--- src/rtl/ecl_dev_pkg.sv ---
// Shared definitions for the device-region peripherals: register map,
// STATUS bit layout and serializer state encoding.
package ecl_dev_pkg;

  localparam logic [1:0] REG_TXDATA = 2'd0;
  localparam logic [1:0] REG_STATUS = 2'd1;
  localparam logic [1:0] REG_CTRL   = 2'd2;

  localparam int unsigned ST_BUSY  = 0;
  localparam int unsigned ST_FULL  = 1;
  localparam int unsigned ST_EMPTY = 2;
  localparam int unsigned ST_OVF   = 3;

  localparam int unsigned CTRL_IRQ_EN  = 0;
  localparam int unsigned CTRL_OVF_CLR = 7;

  typedef enum logic [1:0] {
    IDLE  = 2'd0,
    START = 2'd1,
    DATA  = 2'd2,
    STOP  = 2'd3
  } ser_state_e;

endpackage

--- src/rtl/ecl_fifo_sync.sv ---
// Synchronous circular-buffer FIFO with extra-MSB pointers; a push while
// full is accepted when a pop happens in the same cycle.
module ecl_fifo_sync #(
  parameter int unsigned WIDTH = 8,
  parameter int unsigned DEPTH = 4
) (
  input  logic             clk,
  input  logic             reset,
  input  logic             push,
  input  logic             pop,
  input  logic [WIDTH-1:0] din,
  output logic [WIDTH-1:0] dout,
  output logic             full,
  output logic             empty
);

  localparam int unsigned AW = $clog2(DEPTH);
  localparam int unsigned PW = AW + 1;

  logic [PW-1:0]    wr_ptr;
  logic [PW-1:0]    rd_ptr;
  logic [WIDTH-1:0] mem [DEPTH];
  logic             do_push;
  logic             do_pop;

  assign empty   = (wr_ptr == rd_ptr);
  assign full    = (wr_ptr[AW] != rd_ptr[AW]) && (wr_ptr[AW-1:0] == rd_ptr[AW-1:0]);
  assign do_pop  = pop & ~empty;
  assign do_push = push & (~full | do_pop);
  assign dout    = mem[rd_ptr[AW-1:0]];

  always_ff @(posedge clk) begin
    if (reset) begin
      wr_ptr <= '0;
      rd_ptr <= '0;
    end else begin
      if (do_push) wr_ptr <= wr_ptr + PW'(1);
      if (do_pop)  rd_ptr <= rd_ptr + PW'(1);
    end
  end

  // Storage needs no reset: pointers define which entries are valid.
  always_ff @(posedge clk) begin
    if (do_push) mem[wr_ptr[AW-1:0]] <= din;
  end

endmodule

--- src/rtl/ecl_uart_dev.sv ---
// Memory-mapped 8N1 serial transmitter: bus register file, TX FIFO and
// serializer FSM.
module ecl_uart_dev
  import ecl_dev_pkg::*;
#(
  parameter int unsigned CLK_DIV    = 16,
  parameter int unsigned FIFO_DEPTH = 4
) (
  input  logic       clk,
  input  logic       reset,
  input  logic       _cs,
  input  logic       _oe,
  input  logic       _w,
  input  logic [1:0] addr,
  input  logic [7:0] data_in,
  output logic [7:0] data_out,
  output logic       data_oe,
  output logic       tx,
  output logic       irq
);

  localparam int unsigned       DIV_W    = $clog2(CLK_DIV);
  localparam logic [DIV_W-1:0]  DIV_LAST = DIV_W'(CLK_DIV - 1);

  logic             wr_act;
  logic             wr_act_q;
  logic             wr_stb;
  logic             txdata_wr;
  logic             ctrl_wr;
  logic             fifo_pop;
  logic             fifo_full;
  logic             fifo_empty;
  logic [7:0]       fifo_dout;
  logic             overflow_q;
  logic             irq_en_q;
  logic [7:0]       status;

  ser_state_e       state_q;
  ser_state_e       state_n;
  logic [DIV_W-1:0] div_q;
  logic [DIV_W-1:0] div_n;
  logic [2:0]       bit_q;
  logic [2:0]       bit_n;
  logic [7:0]       shift_q;
  logic [7:0]       shift_n;
  logic             tx_n;
  logic             div_last;

  // A held strobe writes once; only the rising edge of wr_act acts.
  assign wr_act    = ~_cs & ~_w;
  assign wr_stb    = wr_act & ~wr_act_q;
  assign txdata_wr = wr_stb && (addr == REG_TXDATA);
  assign ctrl_wr   = wr_stb && (addr == REG_CTRL);

  ecl_fifo_sync #(
    .WIDTH (8),
    .DEPTH (FIFO_DEPTH)
  ) u_fifo (
    .clk   (clk),
    .reset (reset),
    .push  (txdata_wr),
    .pop   (fifo_pop),
    .din   (data_in),
    .dout  (fifo_dout),
    .full  (fifo_full),
    .empty (fifo_empty)
  );

  always_ff @(posedge clk) begin
    if (reset) begin
      wr_act_q   <= 1'b0;
      overflow_q <= 1'b0;
      irq_en_q   <= 1'b0;
      irq        <= 1'b0;
    end else begin
      wr_act_q <= wr_act;
      if (txdata_wr && fifo_full && !fifo_pop) begin
        overflow_q <= 1'b1;
      end else if (ctrl_wr && data_in[CTRL_OVF_CLR]) begin
        overflow_q <= 1'b0;
      end
      if (ctrl_wr) irq_en_q <= data_in[CTRL_IRQ_EN];
      irq <= irq_en_q & (fifo_empty | overflow_q);
    end
  end

  always_comb begin
    status               = '0;
    status[ST_BUSY]      = (state_q != IDLE);
    status[ST_FULL]      = fifo_full;
    status[ST_EMPTY]     = fifo_empty;
    status[ST_OVF]       = overflow_q;
  end

  // Read path is side-effect free and only drives while read-selected.
  assign data_oe = ~_cs & ~_oe & _w;

  always_comb begin
    data_out = '0;
    if (data_oe) begin
      case (addr)
        REG_STATUS: data_out = status;
        REG_CTRL:   data_out = {7'b0, irq_en_q};
        default:    data_out = '0;
      endcase
    end
  end

  always_ff @(posedge clk) begin
    if (reset) begin
      state_q <= IDLE;
      div_q   <= '0;
      bit_q   <= '0;
      shift_q <= '0;
      tx      <= 1'b1;
    end else begin
      state_q <= state_n;
      div_q   <= div_n;
      bit_q   <= bit_n;
      shift_q <= shift_n;
      tx      <= tx_n;
    end
  end

  assign div_last = (div_q == DIV_LAST);

  always_comb begin
    state_n  = state_q;
    div_n    = div_q;
    bit_n    = bit_q;
    shift_n  = shift_q;
    fifo_pop = 1'b0;
    tx_n     = 1'b1;

    case (state_q)
      IDLE: begin
        div_n = '0;
        bit_n = '0;
        if (!fifo_empty) begin
          fifo_pop = 1'b1;
          shift_n  = fifo_dout;
          state_n  = START;
        end
      end
      START: begin
        if (div_last) begin
          div_n   = '0;
          bit_n   = '0;
          state_n = DATA;
        end else begin
          div_n = div_q + DIV_W'(1);
        end
      end
      DATA: begin
        if (div_last) begin
          div_n   = '0;
          shift_n = {1'b0, shift_q[7:1]};
          if (bit_q == 3'd7) begin
            state_n = STOP;
          end else begin
            bit_n = bit_q + 3'd1;
          end
        end else begin
          div_n = div_q + DIV_W'(1);
        end
      end
      STOP: begin
        if (div_last) begin
          div_n   = '0;
          state_n = IDLE;
        end else begin
          div_n = div_q + DIV_W'(1);
        end
      end
      default: state_n = IDLE;
    endcase

    // Line level follows the state being entered so tx stays registered.
    case (state_n)
      START:   tx_n = 1'b0;
      DATA:    tx_n = shift_n[0];
      default: tx_n = 1'b1;
    endcase
  end

endmodule
--- config.mk ---
export PLATFORM = sky130hd
export DESIGN_NAME = ecl_uart_dev
export DESIGN_NICKNAME = d
export VERILOG_FILES = /design/src/rtl/ecl_dev_pkg.sv /design/src/rtl/ecl_fifo_sync.sv /design/src/rtl/ecl_uart_dev.sv
export SDC_FILE = /design/constraint.sdc
export NUM_CORES = 1
export LEC_CHECK = 0
export ABC_AREA = 1
export BUFFER_PORTS_ARGS = -buffer_cell sky130_fd_sc_hd__buf_2
export CORE_AREA = 2 2 100 102
export CTS_CLUSTER_SIZE = 40
export DETAILED_ROUTE_END_ITERATION = 16
export DIE_AREA = 0 0 102 104
export GPL_ROUTABILITY_DRIVEN = 0
export GPL_TIMING_DRIVEN = 1
export PLACE_DENSITY = 0.55
export SLEW_MARGIN = 20
export SYNTH_ARGS = -nofsm -noshare
export SYNTH_HDL_FRONTEND = slang
export SYNTH_SLANG_ARGS = --single-unit
--- constraint.sdc ---
create_clock -name clk -period 1.8 [get_ports clk]
set_input_delay 0 -clock clk [delete_from_list [all_inputs] [get_ports clk]]
set_output_delay 0 -clock clk [all_outputs]
set_load 0.05 [all_outputs]
Word-level counts from Yosys, hierarchy flattened. Memory sizes are Yosys's and may differ from the RTL's. A register that Yosys moved wholly into a read port is not among the register bits. Index checks and enable logic that the tools add are counted.

Bits in registers: 28. RAM bits: 32. Bits of input ports: 15. Output and inout bits: 11. Word-level logic and storage cells: 90. Memories: 1.

Add/sub/neg operators: 4. Equal/unequal tests: 16. Multiplexer cells: 26. Bitwise logic cells: 15. Reductions and logical operators: 16.

Memories: u_fifo.mem (words 4, width 8, rd ports 1, clocked after Yosys merged registers in 1, write ports 1, RTL line ecl_fifo_sync.sv:22) `logic [WIDTH-1:0] mem [DEPTH];`.

Operators by type and width (count): 2-to-1 mux 8 bit (2); case mux 4 bit (2 select lines) (2); case mux 8 bit (2 select lines) (1); 2-to-1 mux 2 bit (7); adder 3 x 1 -> 3 bit, second input constant (3); 2-to-1 mux 3 bit (3); case mux 3 bit (3 select lines) (1); equality test 2 bit, second input constant (4); 2-to-1 mux 4 bit (2); inequality test 2 bit, second input constant (4); case mux 2 bit (4 select lines) (1); AND 1 bit (7); equality test 2 x 1 -> 1 bit, second input constant (3); logical AND 1 bit (6); 2-to-1 mux 1 bit (6); NOT 1 bit (6); nonzero test 2 bit (3); adder 4 x 1 -> 4 bit, second input constant (1); equality test 4 bit, second input constant (1); zero test 2 bit (2); AND reduction 4 bit (1); equality test 3 bit (1); equality test 3 bit, second input constant (1); AND reduction 3 bit (1); 7 further kinds (8).

Longest topological paths before layout.
Depth after elaboration: 8. Mapped depth: 11. Mapped depth without buffers: 10.

Modules after synthesis. Synthesis repeated with hierarchy kept, for this count alone.

Cell total of the unflattened synthesis: 294. Area total of the unflattened synthesis: 2798.9 um^2.

Modules (own cells, without submodules): ecl_fifo_sync (instances 1, cells an instance 142, area each 1644.1 um^2, sequential area each 1121.1 um^2); ecl_uart_dev (instances 1, cells an instance 152, area each 1154.9 um^2, sequential area each 440.4 um^2).

Worst setup path before layout. No wires, ideal clock.

Path kind: input -> output. Start: in _oe. End: out data_out[1]. Data arrival time: 2.718 ns. Data required time: 1.800 ns. Slack: -0.918 ns. Cell stages on the path: 3. Path buffers: 0. Cells stage by stage: nor3b_1 nand2_1 nor3b_1.

Word-level cells in the longest chain between the ends: 4.

Ends and longest elaborated chain: start, declared (RTL line ecl_uart_dev.sv:12) `input logic _oe,`; NOT 1 bit (RTL line ecl_uart_dev.sv:96) `assign data_oe = ~_cs & ~_oe & _w;`; AND 1 bit (2 in series) (RTL line ecl_uart_dev.sv:96); 2-to-1 mux 4 bit (RTL line ecl_uart_dev.sv:100) `if (data_oe) begin`; end, declared (RTL line ecl_uart_dev.sv:16) `output logic [7:0] data_out,`.

No other way between the ends.

Worst setup path in the final report.
Start: reg u_fifo.rd_ptr[2]. End: out data_out[1].

Word-level cells in the longest chain between the ends: 4.

Ends and longest elaborated chain: start, declared (RTL line ecl_fifo_sync.sv:21) `logic [PW-1:0] rd_ptr;`; start signal, assigned (RTL line ecl_fifo_sync.sv:38) `if (do_pop) rd_ptr <= rd_ptr + PW'(1);`; inequality test 1 bit (RTL line ecl_fifo_sync.sv:27) `assign full = (wr_ptr[AW] != rd_ptr[AW]) && (wr_ptr[AW-1:0] == rd_ptr[AW-1:0]);`; logical AND 1 bit (RTL line ecl_fifo_sync.sv:27); case mux 4 bit (2 select lines) (RTL line ecl_uart_dev.sv:101) `case (addr)`; 2-to-1 mux 4 bit (RTL line ecl_uart_dev.sv:100).

No other way between the ends.

==> impl_metrics.ini <==
[timing]
setup_tns_ps = 0
finClkSkew_ps = 9.80
final.min_clock_period_ps = 1530
fmax_ghz = 0.654
rsz0062_at_grt = no
drv_slew = 0
finalSetupViolations = 0
layout_setup_ws_ps = 270
finalCritPeriodShare_pct = 85.0
finalHoldViolCount = 0

[logic_synthesis]
yosys.cell_count.top_type = nand2_1
synth_top_family_by_area = simple AND/OR/NAND/NOR gates
yosysSeqAreaShare_pct = 53.7
yosys_warnings = 0
synth.cell_area_sq_um = 2910
muxShareOfSynthArea_pct = 0
syn_area_per_cell_sq_um = 9.48
synthTopCellsByArea = edfxtp_1 (33%), dfxtp_1 (21%), nand2_1 (6.2%)
ys_ff_latch = 62
synth_flop_cell = edfxtp_1
synthAdderAreaFrac_pct = 4.73
synth_cell_types = 35
synth.top_cell.area_share_pct = 33.0
synth-compound-area-share_pct = 10.4
syn_inst = 307
yosys.area_share.simple_pct = 22.6
synth_xor_area_share_pct = 0.602
synth_edf_count = 32
synthTopCellsByCount = nand2_1 (48), nor2_1 (42), edfxtp_1 (32), dfxtp_1 (30), inv_1 (29)
yosys.area.top_type = edfxtp_1
async_flop_share_pct = 0

[die]
die_h_um = 104
coreArea_sq_um = 9550
initial_core_util_pct = 30.5
boundaryPins = 26
fp.dieW_um = 102
num_rows = 36
fp.dieArea_sq_um = 10600

[placement]
io_buffers = 21
dp_slack_ps = 336
dp_hpwl_um = 3780

[worst_setup_path]
rr_worst_depth = 5
critPathKind = reg2out
crit_path_start_kind = flip-flop
cp_max_fo = 3
cp.required_ps = 1800
worstPathArrival_ps = 1530
end_kind = output port

[clocking]
cts_tree = built
cts_sinks = 62
clk_path_buf_depth = 2
clock_latency_ps = 340
tritoncts.num_buffers = 9
htreeDepth = 3
cts_root_buffer = clkbuf_8
clkSlewWorstSetupHoldPaths_ps = 80
postCtsSetupBuffers = 0

[final_layout]
layout-drive-gt1-share_pct = 24.3
diodes = 0
area_growth_pct = 19.5
fillers = 997
register_area_sq_um = 1560
multi_input_area_sq_um = 1140
nets = 375

[detailed_routing]
post-route-drc-count = 0
first_pass_iters = 4
drt-initial-drc-count = 63
wire_per_inst_um = 11.2
final_antenna_net_count = 0
vias = 2053
viasPerCell = 4.22
routed_wl_um = 5450

[global_route]
grt_pass1_vias = 2009
grt_max_degree = 15
grt_usage_pct = 11.3
grt_pass1_wl_um = 9250
grt_antenna_before_repair = 0
grt-ovfl-total = 0

[power]
power_density_nw_per_um2 = 1190
vdd_drop_max_v = 0.000521
p_leak_nw = 1.42

[worst_hold_path]
whs_path_depth = 4
holdCritPathClass = in2reg

[flow_run]
maxCapViolations = 0

[run_status]
status = finished, final reports clean
[per-stage QoR]
stage	instance area [sq um]	instances	utilization (%)	total power, mW	hold slack [ps]
2_1_floorplan	2930	310	-	2.75	68.3
3_3_place_gp	3180	461	33.3	2.95	210
3_5_place_dp	3180	461	33.3	2.97	210
4_1_cts	3480	487	36.4	4.22	6.92
5_1_grt	3480	487	36.4	4.44	44.0
6_report	3480	487	36.4	4.15	32.4
[final timing paths]
kind                                               startpoint                    endpoint  slack (ps)
worst max-delay path            u_fifo.rd_ptr[2]$_SDFFE_PP0P_                 data_out[1]         270
worst min-delay path                                      _cs       irq_en_q$_SDFFE_PP0P_          30
worst max register to register            wr_act_q$_SDFF_PP0_  u_fifo.mem[1][0]$_DFFE_PP_         340
worst min register to register            div_q[0]$_SDFF_PP0_         div_q[0]$_SDFF_PP0_         450
[state kept, by name (all words and copies together), names as in the netlist, 2 cells and up, named ones only]
register / flops
u_fifo.wr_ptr: 3
bit_q: 3
u_fifo.rd_ptr: 3
div_q: 4
shift_q: 8
state_q: 2
u_fifo.mem: 32
[cell type report]
type                            count  share of cell area (%)
Clock buffer                       10                    3.67
Clock inverter                      6                    2.02
Inverter                           38                    4.17
Multi-Input combinational cell    199                    32.8
Sequential cell                    62                    44.9
Tap cell                          133                    4.79
Timing Repair Buffer               39                    7.63
[timing repair]
item	CTS	global route
hold buffers	10	0
gates resized for setup	0	0
hold endpoints to repair	34	0
[kinds of logic after synthesis]
| family | Yosys count |
|---|---|
| compound gates | 53 |
| other cells | 1 |
| flops | 62 |
| simple gates | 129 |
| fa+ha+maj | 11 |
| buf+inv | 49 |
| xor+xnor | 2 |
[routing by layer]
layer | GRT usage, % | vias up | wire (um)
li1 | - | 1076 | -
met1 | 13.6 | 940 | 2540
met2 | 18.3 | 27 | 2660
met3 | 3.23 | 10 | 119
met4 | 5.81 | 0 | 125
met5 | 0 | - | 0
[placed cells by master (no fill, tap or decap), types with 2 or more instances in the layout]
cell / instances
nand2_1: 48
nor2_1: 42
edfxtp_1: 32
dfxtp_1: 30
inv_1: 29
o21ai_0: 21
buf_2: 21
a21oi_1: 12
nand2_2: 11
ha_1: 11
dlygate4sd3_1: 10
nand3_1: 9
o21ai_1: 9
clkbuf_8: 9
inv_2: 8
buf_4: 8
a21oi_2: 7
nand2_4: 4
conb_1: 4
nor2_4: 3
clkinv_4: 3
nor3b_2: 2
nand3_4: 2
nor2_2: 2
nor3_1: 2
[power by group]
group          switching, mW  internal [mW]
Sequential             0.120           1.64
Clock                  0.566          0.649
Combinational          0.774          0.396
Total                   1.46           2.69
[worst max-delay path, cell delays in order (launching register included)]
cell and delay (ps):
dfxtp_1 380, inv_2 50, nand2_2 60, nand2_2 70
inv_1 110, nand3_1 90, nor3b_2 150, buf_2 280
Note: power is estimated with default switching activity, not from simulation.
